--- config.mk ---
export PLATFORM = sky130hd
export DESIGN_NAME = scan_ctrl_flat
export DESIGN_NICKNAME = d
export VERILOG_FILES = /design/src/rtl/scan_ctrl_pkg.sv /design/src/rtl/scan_ctrl_if.sv /design/src/rtl/scan_ctrl_cmp.sv /design/src/rtl/scan_ctrl.sv /design/src/flat_wrapper.sv
export SDC_FILE = /design/constraint.sdc
export NUM_CORES = 1
export LEC_CHECK = 0
export ABC_AREA = 1
export CORE_MARGIN = 8
export CORE_UTILIZATION = 58
export DETAILED_ROUTE_END_ITERATION = 8
export PLACE_DENSITY_LB_ADDON = 0.12
export SKIP_CTS_REPAIR_TIMING = 1
export SLEW_MARGIN = 20
export SYNTH_ARGS = -nofsm -noshare
export SYNTH_HDL_FRONTEND = slang
export SYNTH_SLANG_ARGS = --single-unit
--- constraint.sdc ---
create_clock -name clk -period 3.95 [get_ports clk]
set_input_delay 0.5925 -clock clk [delete_from_list [all_inputs] [get_ports clk]]
set_output_delay 0.5925 -clock clk [all_outputs]
set_load 0.01 [all_outputs]
--- src/rtl/scan_ctrl_pkg.sv ---
// Shared types and constants for the scan-test sequencer.
// Covers FSM state encoding, counter sizing and fail-counter saturation.
package scan_ctrl_pkg;

  typedef enum logic [2:0] {
    IDLE,
    FETCH,
    SHIFT,
    CAPTURE,
    UNLOAD,
    DONE_S
  } state_t;

  localparam int CHAIN_LEN_DEF = 32;

  function automatic int cnt_w(input int len);
    return (len < 2) ? 1 : $clog2(len);
  endfunction

  localparam int CNT_W = cnt_w(CHAIN_LEN_DEF);

  localparam int FCNT_W = 8;
  localparam logic [FCNT_W-1:0] FCNT_MAX = 8'd255;

endpackage

--- src/rtl/scan_ctrl_if.sv ---
// Bundle between the pattern source / scan chain side (master) and the sequencer (slave).
interface scan_ctrl_if #(parameter int CHAIN_LEN = 32);
  import scan_ctrl_pkg::*;

  logic                 start;
  logic                 pat_valid;
  logic                 pat_ready;
  logic [CHAIN_LEN-1:0] pat_data;
  logic [CHAIN_LEN-1:0] exp_data;
  logic                 pat_last;
  logic                 cken;
  logic                 se;
  logic                 si;
  logic                 so;
  logic                 busy;
  logic                 done;
  logic                 fail;
  logic [FCNT_W-1:0]    fail_cnt;

  modport master (
    output start, pat_valid, pat_data, exp_data, pat_last, so,
    input  pat_ready, cken, se, si, busy, done, fail, fail_cnt
  );

  modport slave (
    input  start, pat_valid, pat_data, exp_data, pat_last, so,
    output pat_ready, cken, se, si, busy, done, fail, fail_cnt
  );

endinterface

--- src/rtl/scan_ctrl_cmp.sv ---
// Response comparator: accumulates per-bit mismatches over one unload window and
// folds them into a sticky fail flag and a saturating failing-pattern count.
module scan_ctrl_cmp
  import scan_ctrl_pkg::*;
(
  input  logic              clk,
  input  logic              rst_n,
  input  logic              clr,
  input  logic              cmp_en,
  input  logic              bit_stb,
  input  logic              last_stb,
  input  logic              so,
  input  logic              exp_bit,
  output logic              fail,
  output logic [FCNT_W-1:0] fail_cnt
);

  logic acc;
  logic miss;

  assign miss = acc | (so ^ exp_bit);

  // The window result is committed on its last bit so it is visible the following cycle.
  always_ff @(posedge clk or negedge rst_n) begin
    if (!rst_n) begin
      acc      <= 1'b0;
      fail     <= 1'b0;
      fail_cnt <= '0;
    end else if (clr) begin
      acc      <= 1'b0;
      fail     <= 1'b0;
      fail_cnt <= '0;
    end else if (cmp_en && bit_stb) begin
      if (last_stb) begin
        acc <= 1'b0;
        if (miss) begin
          fail <= 1'b1;
          if (fail_cnt != FCNT_MAX) begin
            fail_cnt <= fail_cnt + 1'b1;
          end
        end
      end else begin
        acc <= miss;
      end
    end
  end

endmodule

--- src/rtl/scan_ctrl.sv ---
// Scan-test sequencer: loads each pattern through SI, pulses one capture cycle,
// and unloads the previous response through SO while the next pattern shifts in.
module scan_ctrl
  import scan_ctrl_pkg::*;
#(
  parameter int CHAIN_LEN = CHAIN_LEN_DEF
) (
  input  logic      clk,
  input  logic      rst_n,
  scan_ctrl_if.slave bus
);

  localparam int CW = (CHAIN_LEN == CHAIN_LEN_DEF) ? CNT_W : cnt_w(CHAIN_LEN);
  localparam logic [CW-1:0] LAST_IDX = CW'(CHAIN_LEN - 1);

  state_t               state;
  logic [CW-1:0]        cnt;
  logic [CW-1:0]        cnt_nxt;
  logic [CHAIN_LEN-1:0] pat_q;
  logic [CHAIN_LEN-1:0] exp_q;
  logic [CHAIN_LEN-1:0] exp_prev;
  logic                 last_q;
  logic                 cmp_en;
  logic                 pat_ready;
  logic                 cken;
  logic                 se;
  logic                 si;
  logic                 busy;
  logic                 done;
  logic                 accept;
  logic                 bit_stb;
  logic                 last_stb;
  logic                 exp_bit;
  logic                 fail;
  logic [FCNT_W-1:0]    fail_cnt;

  assign cnt_nxt  = cnt + CW'(1);
  assign accept   = (state == IDLE) && bus.start;
  assign bit_stb  = (state == SHIFT) || (state == UNLOAD);
  assign last_stb = (cnt == LAST_IDX);
  assign exp_bit  = exp_prev[cnt];

  // Chain controls are registered, so each is loaded on the edge entering the cycle it governs.
  always_ff @(posedge clk or negedge rst_n) begin
    if (!rst_n) begin
      state     <= IDLE;
      cnt       <= '0;
      pat_q     <= '0;
      exp_q     <= '0;
      exp_prev  <= '0;
      last_q    <= 1'b0;
      cmp_en    <= 1'b0;
      pat_ready <= 1'b0;
      cken      <= 1'b0;
      se        <= 1'b0;
      si        <= 1'b0;
      busy      <= 1'b0;
      done      <= 1'b0;
    end else begin
      done <= 1'b0;
      case (state)
        IDLE: begin
          if (bus.start) begin
            state     <= FETCH;
            busy      <= 1'b1;
            cmp_en    <= 1'b0;
            pat_ready <= 1'b1;
            cken      <= 1'b0;
            se        <= 1'b0;
            si        <= 1'b0;
          end
        end
        FETCH: begin
          if (bus.pat_valid && pat_ready) begin
            pat_q     <= bus.pat_data;
            exp_q     <= bus.exp_data;
            last_q    <= bus.pat_last;
            pat_ready <= 1'b0;
            cnt       <= '0;
            cken      <= 1'b1;
            se        <= 1'b1;
            si        <= bus.pat_data[0];
            state     <= SHIFT;
          end
        end
        SHIFT: begin
          if (cnt == LAST_IDX) begin
            cnt   <= '0;
            se    <= 1'b0;
            si    <= 1'b0;
            state <= CAPTURE;
          end else begin
            cnt <= cnt_nxt;
            si  <= pat_q[cnt_nxt];
          end
        end
        CAPTURE: begin
          exp_prev <= exp_q;
          cmp_en   <= 1'b1;
          if (last_q) begin
            cnt   <= '0;
            se    <= 1'b1;
            si    <= 1'b0;
            state <= UNLOAD;
          end else begin
            cken      <= 1'b0;
            se        <= 1'b0;
            pat_ready <= 1'b1;
            state     <= FETCH;
          end
        end
        UNLOAD: begin
          if (cnt == LAST_IDX) begin
            cnt   <= '0;
            cken  <= 1'b0;
            se    <= 1'b0;
            busy  <= 1'b0;
            done  <= 1'b1;
            state <= DONE_S;
          end else begin
            cnt <= cnt_nxt;
          end
        end
        DONE_S: begin
          state <= IDLE;
        end
        default: begin
          state <= IDLE;
        end
      endcase
    end
  end

  scan_ctrl_cmp u_cmp (
    .clk      (clk),
    .rst_n    (rst_n),
    .clr      (accept),
    .cmp_en   (cmp_en),
    .bit_stb  (bit_stb),
    .last_stb (last_stb),
    .so       (bus.so),
    .exp_bit  (exp_bit),
    .fail     (fail),
    .fail_cnt (fail_cnt)
  );

  assign bus.pat_ready = pat_ready;
  assign bus.cken      = cken;
  assign bus.se        = se;
  assign bus.si        = si;
  assign bus.busy      = busy;
  assign bus.done      = done;
  assign bus.fail      = fail;
  assign bus.fail_cnt  = fail_cnt;

endmodule

--- src/flat_wrapper.sv ---
// flat-port wrapper written by rule: the top's interface ports become plain ports
module scan_ctrl_flat import scan_ctrl_pkg::*;
#(
  parameter int CHAIN_LEN = CHAIN_LEN_DEF
)
  (clk, rst_n, bus_start, bus_pat_valid, bus_pat_data, bus_exp_data, bus_pat_last, bus_so, bus_pat_ready, bus_cken, bus_se, bus_si, bus_busy, bus_done, bus_fail, bus_fail_cnt);
  scan_ctrl_if #(.CHAIN_LEN(CHAIN_LEN)) bus_i ();
  input  logic clk;
  input  logic rst_n;
  input wire logic [$bits(bus_i.start)-1:0] bus_start;
  input wire logic [$bits(bus_i.pat_valid)-1:0] bus_pat_valid;
  input wire logic [$bits(bus_i.pat_data)-1:0] bus_pat_data;
  input wire logic [$bits(bus_i.exp_data)-1:0] bus_exp_data;
  input wire logic [$bits(bus_i.pat_last)-1:0] bus_pat_last;
  input wire logic [$bits(bus_i.so)-1:0] bus_so;
  output wire logic [$bits(bus_i.pat_ready)-1:0] bus_pat_ready;
  output wire logic [$bits(bus_i.cken)-1:0] bus_cken;
  output wire logic [$bits(bus_i.se)-1:0] bus_se;
  output wire logic [$bits(bus_i.si)-1:0] bus_si;
  output wire logic [$bits(bus_i.busy)-1:0] bus_busy;
  output wire logic [$bits(bus_i.done)-1:0] bus_done;
  output wire logic [$bits(bus_i.fail)-1:0] bus_fail;
  output wire logic [$bits(bus_i.fail_cnt)-1:0] bus_fail_cnt;
  assign bus_i.start = bus_start;
  assign bus_i.pat_valid = bus_pat_valid;
  assign bus_i.pat_data = bus_pat_data;
  assign bus_i.exp_data = bus_exp_data;
  assign bus_i.pat_last = bus_pat_last;
  assign bus_i.so = bus_so;
  assign bus_pat_ready = bus_i.pat_ready;
  assign bus_cken = bus_i.cken;
  assign bus_se = bus_i.se;
  assign bus_si = bus_i.si;
  assign bus_busy = bus_i.busy;
  assign bus_done = bus_i.done;
  assign bus_fail = bus_i.fail;
  assign bus_fail_cnt = bus_i.fail_cnt;
  scan_ctrl #(.CHAIN_LEN(CHAIN_LEN)) u_core (.clk(clk), .rst_n(rst_n), .bus(bus_i));
endmodule
==> impl_metrics.ini <==
[sta]
worst_pin_slew_ns = 0.869
finalClockSkew_ns = 0.00897
setup_violations = 0
fin_crit_ns = 2.27
slew_headroom_pct = 42.1
fmax_mhz = 440
tns_ns = 0
setup_ws_ns = 1.68
slew_violations = 0
grt_setup_unrepaired = false
hold_viol = 0
period_share_pct = 57.5

[global_route]
overflow = 0
antenna_found_initial = 0
globalRouteTotalUtil_pct = 21.5
grt_max_degree = 83
grt_pass1_vias = 4965
grt_pass1_wl_mm = 22.7

[layout]
final_layout_size_suffix_gt1_share_pct = 7.30
syn_to_final_growth_pct = 26.5
antennaDiodeCount = 0
fin_area_um2 = 7040
fin_nets = 855

[run]
maxCapViolCount = 0

[setup_path]
criticalPathCategory = reg -> reg
startpoint_type = register
critPathRequiredTime_ns = 4.37
endpoint_kind = register
worstPathArrival_ns = 2.69
cp_max_fo = 17

[floorplan]
die_h_um = 114
core-area_um2 = 9280
ios = 85
initial_core_util_pct = 59.9
die_w_um = 114
dieArea_um2 = 13000
rows = 35

[worst_hold_path]
hp-class = in -> async

[synth]
async_flop_share_pct = 100
synth_top_area_share_pct = 54.9
yosysTopAreaCell = dfrtp_1
synth_ff_type = dfrtp_1
syn_area_um2 = 5560
yosys.cell_types.count = 27
yosysSeqAreaShare_pct = 54.9
yosys-top-cells-area = dfrtp_1 (55%), nand2_1 (23%), nand3_1 (4.8%)
synth_area_per_cell_um2 = 7.88
synth_warnings = 0
synth_nets = 779
ys_seq_elements = 122
syn_inst = 706
synth-edff-count = 0

[cts]
clk_pin_slew_ns = 0.06
cts-htree-levels = 4
cts.sinks = 122
cts_buffers = 17
tritoncts = built
clock_path_buffers = 2
clockRootBuffer = clkbuf_8
clk-insertion-delay-late_ns = 0.52

[power]
p_leak_uw = 0.00354
powerDensity_nw_per_um2 = 747
ir_drop_mv = 0.411

[routing]
drt_pass1_iterations = 5
routedWlPerCell_um = 14.1
wl_mm = 13.0
final_antenna_net_count = 0
drt_iter0_drc = 398
drc = 0
vias_per_cell = 5.27
num_vias = 4865

[outcome]
status = completed

[place]
placed_area_um2 = 6460
dp_hpwl_mm = 8.75
portBuffers = 84
place.gp.congestion = 0.856
place_ws_ns = 1.67
## where the power goes
part	total (uW)	leakage, uW	switching (uW)	internal, uW
combinational	1730	0.00172	1120	616
sequential	2030	0.00155	284	1750
clock	1490	0.000266	579	915
## kinds of logic after synthesis
| family | Yosys count | share of synthesized area, % |
|---|---|---|
| simple gates | 431 | 31.4 |
| flops | 122 | 54.9 |
| buf+inv | 84 | 6.16 |
| compound gates | 59 | 5.83 |
| xor+xnor | 7 | 1.10 |
| fa+ha+maj | 3 | 0.675 |
## final timing paths
path / end / depth (start not counted) / slack (ns) / startpoint
max: u_core.bus.si / 7 / 1.68 / u_core.cnt[1]
min: u_core.pat_q[12] / 1 / 0.19 / rst_n
max reg2reg: u_core.bus.si / 7 / 1.68 / u_core.cnt[1]
min reg2reg: u_core.pat_q[13] / 2 / 0.47 / u_core.pat_q[13]
max in group asynchronous: u_core.exp_q[14] / 2 / 2.85 / rst_n
min in group clk: u_core.pat_q[13] / 2 / 0.47 / u_core.pat_q[13]
## per-layer routing
layer  up-vias  wire, um  global-route usage, %
li1       2366         -                      -
met1      2336      5690                   26.6
met2       139      6420                   35.9
met3        24       691                   5.07
met4         0       225                   7.99
met5         -         0                      0
## sequential cells by signal (all words and copies together), names as in the netlist
signal                 flops
u_core.u_cmp.acc           1
u_core.cnt                 5
u_core.bus.done            1
u_core.exp_prev           32
u_core.u_cmp.fail          1
u_core.bus.cken            1
u_core.state               3
u_core.bus.si              1
u_core.exp_q              32
u_core.cmp_en              1
u_core.u_cmp.fail_cnt      8
u_core.pat_q              32
u_core.bus.busy            1
u_core.bus.pat_ready       1
u_core.last_q              1
u_core.bus.se              1
## worst max-delay path, cell delays in order (launching register included)
cell and delay, ns:
dfrtp_1 0.54, ha_1 0.72, o21ai_0 0.20, o211ai_1 0.24
nand3_1 0.13, nand3_1 0.10, nand4_1 0.08, a22oi_1 0.17
## cell usage in the layout, fill, tap and decap left out, types with 2 or more instances in the layout
| cell type | Yosys | layout |
|---|---|---|
| o22ai_1 | 3 | 3 |
| inv_6 | 0 | 3 |
| nor2_4 | 1 | 2 |
| o21ai_0 | 36 | 36 |
| clkbuf_16 | 0 | 16 |
| nand4_1 | 4 | 4 |
| clkbuf_8 | 0 | 2 |
| o211ai_1 | 8 | 8 |
| nor3_1 | 6 | 6 |
| clkinv_2 | 0 | 3 |
| buf_4 | 2 | 6 |
| nand2_1 | 338 | 338 |
| inv_2 | 10 | 10 |
| a21oi_1 | 9 | 9 |
| nor2_1 | 21 | 19 |
| clkdlybuf4s50_1 | 0 | 83 |
| nor2_2 | 4 | 5 |
| nand3_1 | 53 | 53 |
| dfrtp_1 | 122 | 122 |
| xor2_1 | 6 | 6 |
| clkinvlp_4 | 0 | 6 |
| bufinv_16 | 0 | 2 |
| ha_1 | 3 | 3 |
| inv_1 | 42 | 42 |
## per-stage QoR
step / std cells / hold WS (ns) / utilization, % / total power [uW]
6_report: 924 / 0.187 / 75.8 / 5260
5_1_grt: 924 / 0.262 / 75.8 / 5650
4_1_cts: 924 / 0.220 / 75.8 / 5270
3_5_place_dp: 892 / 0.454 / 69.6 / 3760
3_3_place_gp: 892 / 0.452 / 69.6 / 3650
2_1_floorplan: 706 / 0.297 / - / 3240
## layout make-up
| cell class | count | area, um^2 |
|---|---|---|
| Clock buffer | 18 | 428 |
| Clock inverter | 14 | 146 |
| Fill cell | 703 | 2250 |
| Inverter | 52 | 195 |
| Multi-Input combinational cell | 500 | 2180 |
| Sequential cell | 122 | 3050 |
| Tap cell | 129 | 161 |
| Timing Repair Buffer | 89 | 876 |
## synthesized netlist by cell type, types with 3 or more instances
library cell,count
dfrtp_1,122
o22ai_1,3
inv_1,42
o21ai_0,36
nand4_1,4
ha_1,3
nand2_1,338
clkbuf_1,14
nor2_2,4
inv_2,10
xor2_1,6
nand3_1,53
nor2_1,21
buf_2,16
o211ai_1,8
a21oi_1,9
nor3_1,6
No activity file was read; power rests on OpenSTA's default activity.
